===== src/rtl/mem_wb_stage.sv =====
// MEM/WB pipeline register with load extraction, writeback select and a retired-instruction counter.
// Optional macro WB_BYPASS_EN adds registered copies of the previous register-file write.
module mem_wb_stage #(
  parameter int CNT_WIDTH = 32
) (
  input  logic                 CLOCK,
  input  logic                 RESET,
  input  logic                 Stall_IN,
  input  logic                 Flush_IN,
  input  logic                 Valid_IN,
  input  logic [31:0]          ALUResult_IN,
  input  logic [31:0]          MemData_IN,
  input  logic [31:0]          PCPlus8_IN,
  input  logic [4:0]           DestReg_IN,
  input  logic                 RegWrite_IN,
  input  logic [1:0]           WbSel_IN,
  input  logic [1:0]           LoadSize_IN,
  input  logic                 LoadSigned_IN,
  output logic [31:0]          WriteData_OUT,
  output logic [4:0]           WriteRegister_OUT,
  output logic                 WriteEnable_OUT,
  output logic                 Valid_OUT,
`ifdef WB_BYPASS_EN
  output logic [31:0]          PrevWriteData_OUT,
  output logic [4:0]           PrevWriteRegister_OUT,
  output logic                 PrevWriteEnable_OUT,
`endif
  output logic [CNT_WIDTH-1:0] Retired_OUT
);

  localparam logic [CNT_WIDTH-1:0] CNT_ONE = {{(CNT_WIDTH-1){1'b0}}, 1'b1};

  logic                 valid_r;
  logic [31:0]          alu_r;
  logic [31:0]          mem_r;
  logic [31:0]          pc8_r;
  logic [4:0]           dest_r;
  logic                 regwrite_r;
  logic [1:0]           wbsel_r;
  logic [1:0]           size_r;
  logic                 signed_r;
  logic [CNT_WIDTH-1:0] retired_r;

  logic [31:0]          load_s;
  logic [31:0]          wdata_s;
  logic                 wen_s;

  // Big-endian sub-word extraction; offset 0 addresses the most significant byte.
  function automatic logic [31:0] extract_load(input logic [31:0] word, input logic [1:0] off,
                                               input logic [1:0] size, input logic sgn);
    logic [7:0]  b;
    logic [15:0] h;
    logic [31:0] r;
    b = 8'h00;
    h = 16'h0000;
    r = word;
    case (off)
      2'd0:    b = word[31:24];
      2'd1:    b = word[23:16];
      2'd2:    b = word[15:8];
      default: b = word[7:0];
    endcase
    h = off[1] ? word[15:0] : word[31:16];
    case (size)
      2'b01:   r = {{16{sgn & h[15]}}, h};
      2'b10:   r = {{24{sgn & b[7]}}, b};
      default: r = word;
    endcase
    return r;
  endfunction

  // Pipeline capture with flush > stall > capture priority; counter retires the held entry.
  always_ff @(posedge CLOCK or negedge RESET) begin
    if (!RESET) begin
      valid_r    <= 1'b0;
      alu_r      <= 32'h0000_0000;
      mem_r      <= 32'h0000_0000;
      pc8_r      <= 32'h0000_0000;
      dest_r     <= 5'd0;
      regwrite_r <= 1'b0;
      wbsel_r    <= 2'b00;
      size_r     <= 2'b00;
      signed_r   <= 1'b0;
      retired_r  <= '0;
    end else begin
      if (valid_r && !Stall_IN) begin
        retired_r <= retired_r + CNT_ONE;
      end
      if (Flush_IN) begin
        valid_r <= 1'b0;
      end else if (!Stall_IN) begin
        valid_r    <= Valid_IN;
        alu_r      <= ALUResult_IN;
        mem_r      <= MemData_IN;
        pc8_r      <= PCPlus8_IN;
        dest_r     <= DestReg_IN;
        regwrite_r <= RegWrite_IN;
        wbsel_r    <= WbSel_IN;
        size_r     <= LoadSize_IN;
        signed_r   <= LoadSigned_IN;
      end
    end
  end

  // Writeback source select; an empty stage presents zero data.
  always_comb begin
    load_s  = extract_load(mem_r, alu_r[1:0], size_r, signed_r);
    wdata_s = 32'h0000_0000;
    if (valid_r) begin
      case (wbsel_r)
        2'b01:   wdata_s = load_s;
        2'b10:   wdata_s = pc8_r;
        default: wdata_s = alu_r;
      endcase
    end else begin
      wdata_s = 32'h0000_0000;
    end
    wen_s = valid_r & regwrite_r & (dest_r != 5'd0);
  end

  assign WriteData_OUT     = wdata_s;
  assign WriteRegister_OUT = dest_r;
  assign WriteEnable_OUT   = wen_s;
  assign Valid_OUT         = valid_r;
  assign Retired_OUT       = retired_r;

`ifdef WB_BYPASS_EN
  logic [31:0] prev_wdata_r;
  logic [4:0]  prev_wreg_r;
  logic        prev_wen_r;

  // Remember the write leaving WB so ID can forward it across the same-edge hazard.
  always_ff @(posedge CLOCK or negedge RESET) begin
    if (!RESET) begin
      prev_wdata_r <= 32'h0000_0000;
      prev_wreg_r  <= 5'd0;
      prev_wen_r   <= 1'b0;
    end else if (!Stall_IN) begin
      prev_wdata_r <= wdata_s;
      prev_wreg_r  <= dest_r;
      prev_wen_r   <= wen_s;
    end else begin
      prev_wdata_r <= prev_wdata_r;
      prev_wreg_r  <= prev_wreg_r;
      prev_wen_r   <= prev_wen_r;
    end
  end

  assign PrevWriteData_OUT     = prev_wdata_r;
  assign PrevWriteRegister_OUT = prev_wreg_r;
  assign PrevWriteEnable_OUT   = prev_wen_r;
`endif

endmodule


===== config.mk =====
export PLATFORM = sky130hd
export DESIGN_NAME = mem_wb_stage
export DESIGN_NICKNAME = d
export VERILOG_FILES = /design/src/rtl/mem_wb_stage.sv
export SDC_FILE = /design/constraint.sdc
export NUM_CORES = 1
export LEC_CHECK = 0
export CAP_MARGIN = 10
export CORE_ASPECT_RATIO = 1.5
export CORE_MARGIN = 2
export CORE_UTILIZATION = 65
export CTS_BUF_LIST = sky130_fd_sc_hd__clkbuf_8
export CTS_CLUSTER_DIAMETER = 200
export DETAILED_ROUTE_END_ITERATION = 16
export DONT_BUFFER_PORTS = 1
export PLACE_DENSITY = 0.83
export SYNTH_ARGS = -nofsm -noshare
export SYNTH_HDL_FRONTEND = slang
export SYNTH_SLANG_ARGS = --single-unit

===== constraint.sdc =====
create_clock -name CLOCK -period 3.3 [get_ports CLOCK]
set_input_delay 0.33 -clock CLOCK [delete_from_list [all_inputs] [get_ports CLOCK]]
set_output_delay 0.33 -clock CLOCK [all_outputs]
set_load 0.01 [all_outputs]

==> results of run 1 <==
==> cells by family (layout without fill, tap and decap cells) <==
logic type | Yosys count | after routing
AOI/OAI and AO/OA | 154 | 154
xor gates and xnor gates | 31 | 31
adders and majority gates | 5 | 5
buffers and inverters | 63 | 66
DFF | 140 | 140
muxes | 106 | 106
other | 0 | 3
and+or+nand+nor | 130 | 130
==> Yosys cell counts, types with 4 or more instances <==
library cell,instances,area share
buf_2,18,0.013
nand2_1,43,0.023
clkbuf_1,23,0.012
nand3_1,9,0.0064
xor2_1,6,0.0075
xnor2_1,25,0.031
and3_1,17,0.015
o2111ai_1,16,0.020
o21ai_0,51,0.036
nor3_1,4,0.0028
nand4_1,12,0.011
o221ai_1,8,0.010
a21boi_0,7,0.0075
a21oi_1,48,0.034
a32oi_1,7,0.0087
nand2b_1,17,0.015
a211oi_1,7,0.0075
dfrtp_1,140,0.50
ha_1,5,0.0089
mux2_2,103,0.16
inv_1,17,0.0091
nor2_1,8,0.0043
==> registers in the layout, indices dropped and copies added (netlist names) <==
signal	flops
WriteRegister_OUT	5
alu_r	32
size_r	2
Valid_OUT	1
Retired_OUT	32
regwrite_r	1
pc8_r	32
signed_r	1
wbsel_r	2
mem_r	32
==> area by class of cell <==
class | count | share of cell area
Sequential cell | 140 | 0.461
Inverter | 19 | 0.00938
Timing Repair Buffer | 16 | 0.0184
Multi-Input combinational cell | 426 | 0.430
Antenna cell | 3 | 0.000987
Tap cell | 144 | 0.0237
Clock buffer | 19 | 0.0344
Clock inverter | 12 | 0.0225
==> final timing paths <==
check / end / slack, ns / cells after the start / startpoint
worst max-delay path: WriteData_OUT[8] / 0.28 / 6 / size_r[0]
worst min-delay path: Retired_OUT[10] / -0.43 / 0 / RESET
worst max register to register: Retired_OUT[11] / 0.97 / 4 / Valid_OUT
worst min register to register: alu_r[24] / 0.51 / 1 / alu_r[24]
max in group asynchronous: alu_r[4] / 3.54 / 0 / RESET
min in group CLOCK: mem_r[3] / 0.02 / 2 / MemData_IN[3]
==> where the power goes <==
group	switching, mW	internal [mW]	leakage, nW	total, mW
combinational	0.524	0.374	1.17	0.897
clock	0.649	0.855	0.219	1.50
sequential	0.192	1.93	1.72	2.12
total	1.37	3.16	3.11	4.52
==> layer usage <==
metal  wire (um)  part of all wire  vias to the layer above
li1            -                 -                     2266
met1        6460              0.36                     2456
met2        9200              0.51                      260
met3        1380             0.077                       63
met4         898             0.050                        0
met5           0                 0                        -
==> critical path: stages (launching register included) <==
cell and delay, ns:
dfrtp_1 0.36, inv_1 0.06, ha_1 0.47, or2_2 0.54, a21oi_2 0.47, a211oi_1 0.17, buf_4 0.18
==> through the flow <==
stage | power (mW) | util | std cells
4_1_cts | 4.52 | 0.717 | 776
3_3_place_gp | 2.97 | 0.673 | 742
3_5_place_dp | 3.02 | 0.673 | 742
6_report | 4.52 | 0.718 | 779
5_1_grt | 4.70 | 0.718 | 778
2_1_floorplan | 2.78 | - | 629
==> summary.txt, run 1 <==
Clocking
  • CTS clk-pin slew, worst paths: around 0.08 ns
  • H-tree lvl count: 4
  • Cts hold-fix bufs: 3
  • Setup Buffers After CTS: 0
  • CTS tree: yes
  • Clock Path Buffers: 2
  • Clk_lat worst skew: roughly 0.44 ns
  • CTS root buf: clkbuf_8
  • CTS buffer count: 17
  • CTS Sinks: 140
  • CTS-repair resized insts: 0

Pwr
  • Pwr/cell area: between 500 and 600 nW/um2
  • P_leak: just over 3 nW
  • Peak supply drop: around 0.35 mV

Timing
  • RSZ-0062 raised after global routing: no
  • Ratio of final minimum period to clock period: 0.915
  • Slew HR: 0.399
  • Final Setup Violations: 0
  • Hold_ws: -0.430 ns
  • Setup tns final: 0 ns
  • Clock skew: ~0.011 ns
  • Worst Tran Pin Value: 0.898 ns
  • Final Hold Fails: 140
  • Final Max Slew Viols: 0
  • Final setup margin: around 0.28 ns
  • Maximum clock frequency: ~330 MHz
  • Post-layout min period: a little over 3 ns

GRT
  • Grt total ovfl: 0
  • GRT Total Usage: 0.311
  • First-pass GRT wire length: ~27000 um
  • Met1 Track Usage GR: 0.355
  • Grt met3 use: 0.0936
  • Initial antenna violation count: 3
  • Largest net degree at the start of global routing: 141
  • Number of global-route vias before repair: roughly 5200
  • GR Util met2: 0.507
  • Grt peak-use layer: met2

Cells and area
  • Commonest cells after routing, fill and taps aside: dfrtp_1 (140), mux2_2 (103), o21ai_0 (51)
  • Seq. cell area: around 3500 um2
  • P&R area growth vs syn: 7.98%
  • Share of cells above drive strength 1: 0.261
  • # fillers: slightly below 800
  • Most common cell after layout, fill and taps aside: dfrtp_1
  • Nets@finish: around 740
  • Cell area after layout: 7600 um2
  • Area of the multi-input gates: 3270 um2

Outcome
  • Status: complete, but fails checks
  • Violated checks: negative hold slack

Logic synthesis
  • Main combinational cell family by area after synthesis: multiplexers
  • Async SR Flop Fraction: 1.00
  • Post-synthesis cell count: between 600 and 700
  • Simple-gate share of the synthesized area: 0.105
  • Mean area per synthesized cell: 11.2 um2
  • Mux cell area share after synthesis: 0.171
  • Synth Flop Type: dfrtp_1
  • Distinct cells, synth: 50
  • Xor/xnor share of the synthesized area: 0.0386
  • Number of flops mapped to enable cells by yosys: 0
  • Post-Synth Adder-Cell Area: 0.00889
  • Syn Nets: 746
  • Register area share after synthesis: 0.498
  • Cell Area, Synth: between 7000 and 8000 um2
  • Post-synthesis compound-gate area fraction: 0.140
  • Yosys warnings: 0
  • Synth Register Bits: 140

Place
  • Placed wire-length estimate: between 10000 and 15000 um
  • I/O Buffers: 0
  • Placement Cell Area: 7130 um2
  • Pre-CTS setup slack: approximately 0.80 ns
  • Placer congestion estimate: 0.863

Detailed routing
  • Via Count: 5045
  • Vias/cell: between 6 and 7
  • DR WL/cell: between 20 and 25 um
  • Initial DRC Count: 421
  • Routed WL: between 15000 and 20000 um
  • Drt first pass iters: 5
  • # DRC: 0
  • Post-DRT Antenna Nets: 0

Setup path
  • Crit Path Class: reg2out
  • Critical Path Start Type: flop
  • Critical path capture point type: output pin
  • CP required: a little under 3 ns
  • CP Data Arrival Time: approximately 2.7 ns
  • CP max FO: 19

Floorplan
  • Core ar.: between 10000 and 15000 um2
  • IO Count: between 150 and 200
  • Full die area: between 10000 and 15000 um2
  • Die height: 131 um
  • Initial Util: 0.665
  • Row cnt: 46
  • Die Wd: 89.0 um

Hold path
  • Min-Delay Path Class: in2async

Job
  • Max-cap violation count: 0
Power figures use the tool's default switching activity.
==> run 2, diff against run 1 <==
--- a/config.mk
+++ b/config.mk
@@ -7,7 +7,7 @@
 export LEC_CHECK = 0
 export CAP_MARGIN = 10
 export CORE_ASPECT_RATIO = 1.5
-export CORE_MARGIN = 2
+export CORE_MARGIN = 8
 export CORE_UTILIZATION = 65
 export CTS_BUF_LIST = sky130_fd_sc_hd__clkbuf_8
 export CTS_CLUSTER_DIAMETER = 200
==> run 2 against run 1 <==
The flow still finishes with violations (negative hold slack). Clock power is 3% lower. Hold slack better by 0.014 ns. Via count is essentially flat. Final cell count increased by 0.26%. Die area increased by 24%. Critical path type unchanged. Largest cell class unchanged. Highest routed layer unchanged.
==> summary.txt, run 2 (synthesized netlist as in run 1, its figures left out) <==
Timing
  • Final Setup Violations: 0 (unchanged)
  • Worst Tran Pin Value: 0.881 ns (-0.0168 ns)
  • Ratio of final minimum period to clock period: 0.904 (-0.0109)
  • Clock skew: 0.00985 ns (-0.00165 ns)
  • Hold_ws: -0.416 ns (+0.0138 ns)
  • Post-layout min period: 2.98 ns (-0.0360 ns)
  • RSZ-0062 raised after global routing: no
  • Setup tns final: 0 ns (unchanged)
  • Final Hold Fails: 140 (unchanged)
  • Slew HR: 0.412 (+0.0128)
  • Final setup margin: 0.315 ns (+0.0360 ns)
  • Final Max Slew Viols: 0 (unchanged)
  • Maximum clock frequency: 335 MHz (+1.2%)

Setup path
  • CP Data Arrival Time: 2.65 ns (-0.04 ns)
  • CP max FO: 19 (unchanged)
  • Crit Path Class: reg2out
  • CP required: 2.97 ns (about the same)
  • Critical Path Start Type: flop
  • Critical path capture point type: output pin

Cells and area
  • P&R area growth vs syn: 7.80%
  • Nets@finish: 737 (unchanged)
  • Share of cells above drive strength 1: 0.261 (-0.000412)
  • Cell area after layout: 7590 um2 (-0.16%)
  • Commonest cells after routing, fill and taps aside: dfrtp_1 (140), mux2_2 (103), o21ai_0 (51)
  • # fillers: 791 (+0.25%)
  • Post-Layout Cell Count: 781 (+0.26%)
  • Most common cell after layout, fill and taps aside: dfrtp_1
  • Post-layout util: 0.717 (-0.00118)

Floorplan
  • Row cnt: 46 (unchanged)
  • Initial Util: 0.665 (unchanged)
  • IO Count: 183 (unchanged)
  • Die height: 143 um (+9.1%)
  • Full die area: 14500 um2 (+24%)
  • Core ar.: 10600 um2 (unchanged)
  • Die Wd: 101 um (+13%)

Place
  • Placement Cell Area: 7130 um2 (unchanged)
  • Placed wire-length estimate: 13100 um (+4.5%)
  • DP Cell Count: 742 (unchanged)
  • I/O Buffers: 0 (unchanged)
  • Placer congestion estimate: 0.876 (+1.6%)
  • Pre-CTS setup slack: 0.851 ns (+0.0467 ns)

Outcome
  • Violated checks: negative hold slack
  • Status: complete, but fails checks

GRT
  • First-pass GRT wire length: 28400 um (+4.3%)
  • Grt total ovfl: 0 (unchanged)
  • GRT Total Usage: 0.258 (-0.0531)
  • Initial antenna violation count: 4 (+1)
  • Largest net degree at the start of global routing: 141 (unchanged)
  • Number of global-route vias before repair: 5127 (-2.1%)

Detailed routing
  • # DRC: 0 (unchanged)
  • Routed WL: 18300 um (+2.1%)
  • Initial DRC Count: 348 (-17%)
  • Drt first pass iters: 5 (unchanged)
  • Vias/cell: 6.46 (-0.30%)
  • Via Count: 5043 (-0.040%)
  • DR WL/cell: 23.4 um (+1.8%)
  • Post-DRT Antenna Nets: 0 (unchanged)

Clocking
  • CTS root buf: clkbuf_8
  • CTS Sinks: 140 (unchanged)
  • CTS tree: yes
  • Clock Path Buffers: 2 (unchanged)
  • H-tree lvl count: 4 (unchanged)
  • Setup Buffers After CTS: 0 (unchanged)
  • CTS buffer count: 17 (unchanged)
  • Clk_lat worst skew: 0.44 ns (about the same)
  • CTS clk-pin slew, worst paths: 0.08 ns (about the same)

Hold path
  • Min-Delay Path Class: in2async

Pwr
  • P_leak: 3.09 nW (-0.58%)
  • Tot Pwr: 4.44 mW (-1.8%)
  • Peak supply drop: 0.419 mV (+19%)
  • Pwr/cell area: 585 nW/um2 (-1.6%)

Job
  • Max-cap violation count: 0 (unchanged)
[run 2: final cells by class]
class | count | area [um2] | share of cell area
inverters | 19 | 71.3 | 0.00940
multi-input cells | 426 | 3270 | 0.430
repair buffers | 16 | 140 | 0.0185
clock buffers | 18 | 248 | 0.0326
flip-flops and latches | 140 | 3500 | 0.462
clock inverters | 14 | 170 | 0.0224
well taps | 144 | 180 | 0.0237
diodes | 4 | 10.0 | 0.00132
[run 2: layer usage]
metal / wire [um] / vias up / GRT usage
met1: 6780 / 2496 / 0.291
met4: 601 / 0 / 0.132
met3: 1480 / 41 / 0.0770
li1: - / 2268 / -
met2: 9440 / 238 / 0.430
met5: 0 / - / 0
[run 2: timing repair]
action                                 CTS  global route
gates resized for setup                  0             0
hold buffers                             2             1
endpoints found under the hold margin  142           141
[run 2: report_power, final]
part	internal, mW	total, mW	switching (mW)	leakage, nW
clock	0.770	1.45	0.681	0.201
combinational	0.372	0.881	0.508	1.17
sequential	1.93	2.11	0.183	1.72
total	3.07	4.44	1.37	3.09
[run 2: final timing paths]
path | start | end | slack [ns] | cells past startpoint
max in group asynchronous | RESET | mem_r[31] | 3.55 | 0
max | size_r[0] | WriteData_OUT[12] | 0.32 | 6
min | RESET | mem_r[27] | -0.42 | 0
min in group CLOCK | MemData_IN[5] | mem_r[5] | 0.02 | 2
min reg2reg | alu_r[16] | alu_r[16] | 0.51 | 1
max reg2reg | Retired_OUT[2] | Retired_OUT[11] | 1.27 | 4
[run 2: critical path, cell delays in order, from the launching register on]
cell	delay [ns]
dfrtp_1	0.36
inv_1	0.06
ha_1	0.48
or2_2	0.52
a21oi_2	0.42
a211oi_1	0.19
buf_4	0.19
